### src/rtl/dmem_arbiter_if.sv
// Bus bundle between two data-memory requesters, the arbiter and the data memory.
// The mN_lock signals exist only when DMEM_ARB_LOCK_EN is defined.
interface dmem_arbiter_if #(
  parameter int AW = 32,
  parameter int DW = 32
);
  logic          m0_req;
  logic          m0_we;
  logic [AW-1:0] m0_addr;
  logic [DW-1:0] m0_wdata;
  logic          m0_gnt;
  logic          m0_rvalid;
  logic [DW-1:0] m0_rdata;

  logic          m1_req;
  logic          m1_we;
  logic [AW-1:0] m1_addr;
  logic [DW-1:0] m1_wdata;
  logic          m1_gnt;
  logic          m1_rvalid;
  logic [DW-1:0] m1_rdata;

  logic          mem_we;
  logic [AW-1:0] mem_addr;
  logic [DW-1:0] mem_wdata;
  logic [DW-1:0] mem_rdata;

`ifdef DMEM_ARB_LOCK_EN
  logic          m0_lock;
  logic          m1_lock;

  modport slave (
    input  m0_req, m0_we, m0_addr, m0_wdata, m0_lock,
    input  m1_req, m1_we, m1_addr, m1_wdata, m1_lock,
    input  mem_rdata,
    output m0_gnt, m0_rvalid, m0_rdata,
    output m1_gnt, m1_rvalid, m1_rdata,
    output mem_we, mem_addr, mem_wdata
  );

  modport master (
    output m0_req, m0_we, m0_addr, m0_wdata, m0_lock,
    output m1_req, m1_we, m1_addr, m1_wdata, m1_lock,
    output mem_rdata,
    input  m0_gnt, m0_rvalid, m0_rdata,
    input  m1_gnt, m1_rvalid, m1_rdata,
    input  mem_we, mem_addr, mem_wdata
  );
`else
  modport slave (
    input  m0_req, m0_we, m0_addr, m0_wdata,
    input  m1_req, m1_we, m1_addr, m1_wdata,
    input  mem_rdata,
    output m0_gnt, m0_rvalid, m0_rdata,
    output m1_gnt, m1_rvalid, m1_rdata,
    output mem_we, mem_addr, mem_wdata
  );

  modport master (
    output m0_req, m0_we, m0_addr, m0_wdata,
    output m1_req, m1_we, m1_addr, m1_wdata,
    output mem_rdata,
    input  m0_gnt, m0_rvalid, m0_rdata,
    input  m1_gnt, m1_rvalid, m1_rdata,
    input  mem_we, mem_addr, mem_wdata
  );
`endif
endinterface

### src/rtl/dmem_arbiter.sv
// Two-requester round-robin data-memory arbiter with 1-cycle registered read return.
// Optional bus locking is enabled by defining DMEM_ARB_LOCK_EN.
module dmem_arbiter #(
  parameter int AW = 32,
  parameter int DW = 32
) (
  input  logic          CLK,
  input  logic          RST,
  dmem_arbiter_if.slave bus
);

  logic          gnt0_s;
  logic          gnt1_s;
  logic          last_q;
  logic          last_d;
  logic          rvalid0_q;
  logic          rvalid0_d;
  logic          rvalid1_q;
  logic          rvalid1_d;
  logic [DW-1:0] rdata0_q;
  logic [DW-1:0] rdata0_d;
  logic [DW-1:0] rdata1_q;
  logic [DW-1:0] rdata1_d;
`ifdef DMEM_ARB_LOCK_EN
  logic          owner_vld_q;
  logic          owner_vld_d;
  logic          owner_id_q;
  logic          owner_id_d;
`endif

  // Grant decision: reset blocks everything, an owner excludes the other side, else round-robin
  always_comb begin
    gnt0_s = 1'b0;
    gnt1_s = 1'b0;
    if (RST) begin
      gnt0_s = 1'b0;
      gnt1_s = 1'b0;
    end
`ifdef DMEM_ARB_LOCK_EN
    else if (owner_vld_q) begin
      gnt0_s = ~owner_id_q & bus.m0_req;
      gnt1_s =  owner_id_q & bus.m1_req;
    end
`endif
    else if (bus.m0_req && bus.m1_req) begin
      gnt0_s = last_q;
      gnt1_s = ~last_q;
    end else begin
      gnt0_s = bus.m0_req;
      gnt1_s = bus.m1_req;
    end
  end

  // Memory-side mux; idle bus is driven to zero
  always_comb begin
    bus.mem_we    = 1'b0;
    bus.mem_addr  = {AW{1'b0}};
    bus.mem_wdata = {DW{1'b0}};
    if (gnt0_s) begin
      bus.mem_we    = bus.m0_we;
      bus.mem_addr  = bus.m0_addr;
      bus.mem_wdata = bus.m0_wdata;
    end else if (gnt1_s) begin
      bus.mem_we    = bus.m1_we;
      bus.mem_addr  = bus.m1_addr;
      bus.mem_wdata = bus.m1_wdata;
    end else begin
      bus.mem_we    = 1'b0;
      bus.mem_addr  = {AW{1'b0}};
      bus.mem_wdata = {DW{1'b0}};
    end
  end

  // Next-state: round-robin history, read return capture and lock ownership
  always_comb begin
    last_d = last_q;
    if (gnt0_s) begin
      last_d = 1'b0;
    end else if (gnt1_s) begin
      last_d = 1'b1;
    end else begin
      last_d = last_q;
    end
    rvalid0_d = gnt0_s & ~bus.m0_we;
    rvalid1_d = gnt1_s & ~bus.m1_we;
    rdata0_d  = rvalid0_d ? bus.mem_rdata : rdata0_q;
    rdata1_d  = rvalid1_d ? bus.mem_rdata : rdata1_q;
`ifdef DMEM_ARB_LOCK_EN
    // A grant without lock (or no grant to the owner) releases ownership
    owner_vld_d = (gnt0_s & bus.m0_lock) | (gnt1_s & bus.m1_lock);
    owner_id_d  = owner_vld_d ? gnt1_s : owner_id_q;
`endif
  end

  // State registers; last resets to 1 so the first conflict goes to m0
  always_ff @(posedge CLK or posedge RST) begin
    if (RST) begin
      last_q      <= 1'b1;
      rvalid0_q   <= 1'b0;
      rvalid1_q   <= 1'b0;
      rdata0_q    <= {DW{1'b0}};
      rdata1_q    <= {DW{1'b0}};
`ifdef DMEM_ARB_LOCK_EN
      owner_vld_q <= 1'b0;
      owner_id_q  <= 1'b0;
`endif
    end else begin
      last_q      <= last_d;
      rvalid0_q   <= rvalid0_d;
      rvalid1_q   <= rvalid1_d;
      rdata0_q    <= rdata0_d;
      rdata1_q    <= rdata1_d;
`ifdef DMEM_ARB_LOCK_EN
      owner_vld_q <= owner_vld_d;
      owner_id_q  <= owner_id_d;
`endif
    end
  end

  assign bus.m0_gnt    = gnt0_s;
  assign bus.m1_gnt    = gnt1_s;
  assign bus.m0_rvalid = rvalid0_q;
  assign bus.m1_rvalid = rvalid1_q;
  assign bus.m0_rdata  = rdata0_q;
  assign bus.m1_rdata  = rdata1_q;

endmodule

### src/flat_wrapper.sv
// flat-port wrapper written by rule: the top's interface ports become plain ports
module dmem_arbiter_flat 
#(
  parameter int AW = 32,
  parameter int DW = 32
)
  (CLK, RST, bus_m0_req, bus_m0_we, bus_m0_addr, bus_m0_wdata, bus_m1_req, bus_m1_we, bus_m1_addr, bus_m1_wdata, bus_mem_rdata, bus_m0_gnt, bus_m0_rvalid, bus_m0_rdata, bus_m1_gnt, bus_m1_rvalid, bus_m1_rdata, bus_mem_we, bus_mem_addr, bus_mem_wdata);
  dmem_arbiter_if #(.AW(AW), .DW(DW)) bus_i ();
  input  logic CLK;
  input  logic RST;
  input wire logic [$bits(bus_i.m0_req)-1:0] bus_m0_req;
  input wire logic [$bits(bus_i.m0_we)-1:0] bus_m0_we;
  input wire logic [$bits(bus_i.m0_addr)-1:0] bus_m0_addr;
  input wire logic [$bits(bus_i.m0_wdata)-1:0] bus_m0_wdata;
  input wire logic [$bits(bus_i.m1_req)-1:0] bus_m1_req;
  input wire logic [$bits(bus_i.m1_we)-1:0] bus_m1_we;
  input wire logic [$bits(bus_i.m1_addr)-1:0] bus_m1_addr;
  input wire logic [$bits(bus_i.m1_wdata)-1:0] bus_m1_wdata;
  input wire logic [$bits(bus_i.mem_rdata)-1:0] bus_mem_rdata;
  output wire logic [$bits(bus_i.m0_gnt)-1:0] bus_m0_gnt;
  output wire logic [$bits(bus_i.m0_rvalid)-1:0] bus_m0_rvalid;
  output wire logic [$bits(bus_i.m0_rdata)-1:0] bus_m0_rdata;
  output wire logic [$bits(bus_i.m1_gnt)-1:0] bus_m1_gnt;
  output wire logic [$bits(bus_i.m1_rvalid)-1:0] bus_m1_rvalid;
  output wire logic [$bits(bus_i.m1_rdata)-1:0] bus_m1_rdata;
  output wire logic [$bits(bus_i.mem_we)-1:0] bus_mem_we;
  output wire logic [$bits(bus_i.mem_addr)-1:0] bus_mem_addr;
  output wire logic [$bits(bus_i.mem_wdata)-1:0] bus_mem_wdata;
  assign bus_i.m0_req = bus_m0_req;
  assign bus_i.m0_we = bus_m0_we;
  assign bus_i.m0_addr = bus_m0_addr;
  assign bus_i.m0_wdata = bus_m0_wdata;
  assign bus_i.m1_req = bus_m1_req;
  assign bus_i.m1_we = bus_m1_we;
  assign bus_i.m1_addr = bus_m1_addr;
  assign bus_i.m1_wdata = bus_m1_wdata;
  assign bus_i.mem_rdata = bus_mem_rdata;
  assign bus_m0_gnt = bus_i.m0_gnt;
  assign bus_m0_rvalid = bus_i.m0_rvalid;
  assign bus_m0_rdata = bus_i.m0_rdata;
  assign bus_m1_gnt = bus_i.m1_gnt;
  assign bus_m1_rvalid = bus_i.m1_rvalid;
  assign bus_m1_rdata = bus_i.m1_rdata;
  assign bus_mem_we = bus_i.mem_we;
  assign bus_mem_addr = bus_i.mem_addr;
  assign bus_mem_wdata = bus_i.mem_wdata;
  dmem_arbiter #(.AW(AW), .DW(DW)) u_core (.CLK(CLK), .RST(RST), .bus(bus_i));
endmodule
### config.mk
export PLATFORM = sky130hd
export DESIGN_NAME = dmem_arbiter_flat
export DESIGN_NICKNAME = d
export VERILOG_FILES = /design/src/rtl/dmem_arbiter_if.sv /design/src/rtl/dmem_arbiter.sv /design/src/flat_wrapper.sv
export SDC_FILE = /design/constraint.sdc
export NUM_CORES = 1
export LEC_CHECK = 0
export ABC_AREA = 1
export BUFFER_PORTS_ARGS = -buffer_cell sky130_fd_sc_hd__buf_2
export CAP_MARGIN = 10
export CORE_AREA = 2 2 114 116
export DETAILED_ROUTE_END_ITERATION = 8
export DIE_AREA = 0 0 116 118
export GPL_TIMING_DRIVEN = 0
export SETUP_SLACK_MARGIN = 0.2
export SYNTH_ARGS = -nofsm -noshare
export SYNTH_HDL_FRONTEND = slang
export SYNTH_SLANG_ARGS = --single-unit
export TNS_END_PERCENT = 50
### constraint.sdc
create_clock -name CLK -period 2.5 [get_ports CLK]
set_input_delay 0.25 -clock CLK [delete_from_list [all_inputs] [get_ports CLK]]
set_output_delay 0.25 -clock CLK [all_outputs]
set_load 0.02 [all_outputs]
==> out/metrics.yaml <==
status: "completed"
initial_core_util_pct: 28.8
peakVddDrop_uv: 487
grt_pass1_vias: 4227
die_y_um: 118
syn_area_per_cell_um2: 7.00
synth_nets: 677
maxCapViolations: 0
cp_top_family: "buffers and inverters"
finalHoldViolations: 0
worstPathRequired_ns: 2.25
drt-wirelength-per-cell_um: 14.2
antenna_found_initial: 1
worstMarginPinSlew_ns: 0.835
final_cells: 996
synthMuxAreaShare_pct: 0
htreeDepth: 3
die_area_um2: 13700
drive_gt1_share_pct: 41.7
synth_area_leaders: "dfrtp_1 (46%), nand2_1 (34%), nand4_1 (11%), buf_2 (2.1%), clkbuf_1 (1.5%)"
grt_usage_pct: 19.9
cts_sinks: 67
wirelength_um: 14100
synth-simple-area-share_pct: 46.3
fin_worst_skew_ns: 0.00747
grt_start_max_net_pins: 68
dr.pass1.iters: 5
fmax_mhz: 461
finalPower_mw: 3.93
ys_warn_count: 0
crit_chain: "inv_1 -> nand2_2 -> nand2_1 -> inv_2 -> buf_4 -> buf_4 -> nand2_1 -> nand2_1 -> buf_2"
clkLatencyLatePin_ns: 0.33
cts_tree: "built"
postCtsHoldBufs: 0
rsz0062_at_grt: "yes"
route.detailed.drc: 0
synth_compound_area_share_pct: 0.280
dp_cells: 981
path_class: "reg -> out"
hold_class: "in -> async"
dpl.hpwl_um: 11000
gp_congestion: 0.834
finalNetCount: 986
final_cell_mix: "nand2_1 (321), buf_2 (311), dfrtp_1 (66)"
synth_top_cell_area_share_pct: 46.2
start_kind: "flip-flop"
drv_slew: 0
period_minus_slack_ns: 2.17
power_density_nw_per_um2: 702
fin_crit_sh_pct: 86.7
cp_max_fo: 10
via_per_inst: 4.47
core.rowCount: 41
grt_overflow_total: 0
synth_area_um2: 3570
synth_top_family_by_area: "simple AND/OR/NAND/NOR gates"
yosys.cell_types.count: 15
fillers: 1347
die_x_um: 116
slowest_stage: "dfstp_2"
path_common_cell: "nand2_1"
synth-seq-cells: 67
seq_area_frac_synth_pct: 46.9
p_leak_nw: 3.53
arrival_ns: 1.92
path_clk_slew_ns: 0.05
diodes: 0
critPathBufInv: 5
clk_path_buf_depth: 2
synth_xor_area_share_pct: 0
yosys.area.top_type: "dfrtp_1"
synthAdderAreaFrac_pct: 0
port_buffers: 298
critPathCaptureType: "primary output"
max-slew-margin-rel_pct: 44.3
vias: 4454
grt_pass1_wl_um: 21500
crit_path_max_incr_delay_ns: 0.55
synth_cells: 511
drtIter0Drc: 176
root_buffer: "clkbuf_16"
layout_commonest_cell: "nand2_1"
drtAntennaViolNets: 0
numCtsBuffers: 9
ios: 299
setup-violations-final: 0
core-area_um2: 12400
syn_to_final_growth_pct: 56.4
hold_ws_ns: 0.136
## repair_timing
item / CTS / global route
buffers inserted: 0 / 0
pin swaps: 0 / 0
gates resized for setup: 1 / 5
endpoints found under the setup margin: 2 / 2
## metrics by stage
| step | instance area [µm²] | setup TNS (ns) | utilization [%] | worst slack, ns |
|---|---|---|---|---|
| detailed placement | 5280 | 0 | 42.6 | 0.486 |
| global placement | 5280 | -28.12 | 42.5 | -0.431 |
| CTS | 5580 | 0 | 44.9 | 0.201 |
| floorplan | 3570 | 0 | - | 0.568 |
| finish | 5590 | 0 | 45.0 | 0.333 |
| global route | 5590 | 0 | 45.0 | 0.182 |
## cells by family (layout without fill, tap and decap cells)
logic type,after synthesis,count (layout)
buffers and inverters,49,362
AND/OR/NAND/NOR,393,393
AO/OA/AOI/OAI,2,2
flip-flops,67,67
## state kept, by name, indices dropped and copies added, names as in the netlist
signal                flops
u_core.bus.m0_rdata      32
u_core.bus.m0_rvalid      1
u_core.last_q             1
u_core.bus.m1_rdata      32
u_core.bus.m1_rvalid      1
## synth_stat cells, drive strengths merged
cell and count:
buf 24, inv 10, nand3 3, nand4 64, dfstp 1, clkbuf 14, clkinv 1, o21ai 2
nand2 324, nor2 2, dfrtp 66
## power by group
| group | leakage [nW] | internal (mW) | switching [mW] |
|---|---|---|---|
| logic | 2.54 | 0.429 | 0.838 |
| registers | 0.838 | 1.30 | 0.115 |
| clock network | 0.146 | 0.769 | 0.480 |
## worst reg2reg max path, delay by kind of cell (launching register included)
family / cells / cell delay, ns
buffers and inverters: 2 / 0.46
DFF: 1 / 0.55
and+or+nand+nor: 3 / 0.42
## per-layer routing
metal | track usage [%] | part of all wire, %
met1 | 25.4 | 41
met2 | 31.8 | 47
met3 | 6.75 | 10
met4 | 5.80 | 1.5
met5 | 0 | 0.092
## area by class of cell
type	count	area (µm²)	share of cell area (%)
Sequential cell	67	1680	30.0
Inverter	11	43.8	0.783
Timing Repair Buffer	298	1500	26.8
Tap cell	172	215	3.85
Clock inverter	6	66.3	1.19
Buffer	38	195	3.49
Clock buffer	9	225	4.03
Multi-Input combinational cell	395	1670	29.9
## path summary, 6_finish.rpt
kind | from | to | slack [ns] | depth (start not counted)
worst min register to register | u_core.bus.m1_rdata[17]$_DFFE_PP0P_ | u_core.bus.m1_rdata[17]$_DFFE_PP0P_ | 0.47 | 2
max in group asynchronous | RST | u_core.bus.m0_rdata[7]$_DFFE_PP0P_ | 1.80 | 2
worst min-delay path | RST | u_core.bus.m1_rdata[28]$_DFFE_PP0P_ | 0.14 | 2
worst max-delay path | u_core.last_q$_DFFE_PP1P_ | bus_mem_addr[23] | 0.33 | 9
worst max register to register | u_core.last_q$_DFFE_PP1P_ | u_core.bus.m0_rdata[26]$_DFFE_PP0P_ | 1.00 | 5
min in group CLK | bus_mem_rdata[15] | u_core.bus.m1_rdata[15]$_DFFE_PP0P_ | 0.18 | 3
Power figures use the tool's default switching activity.
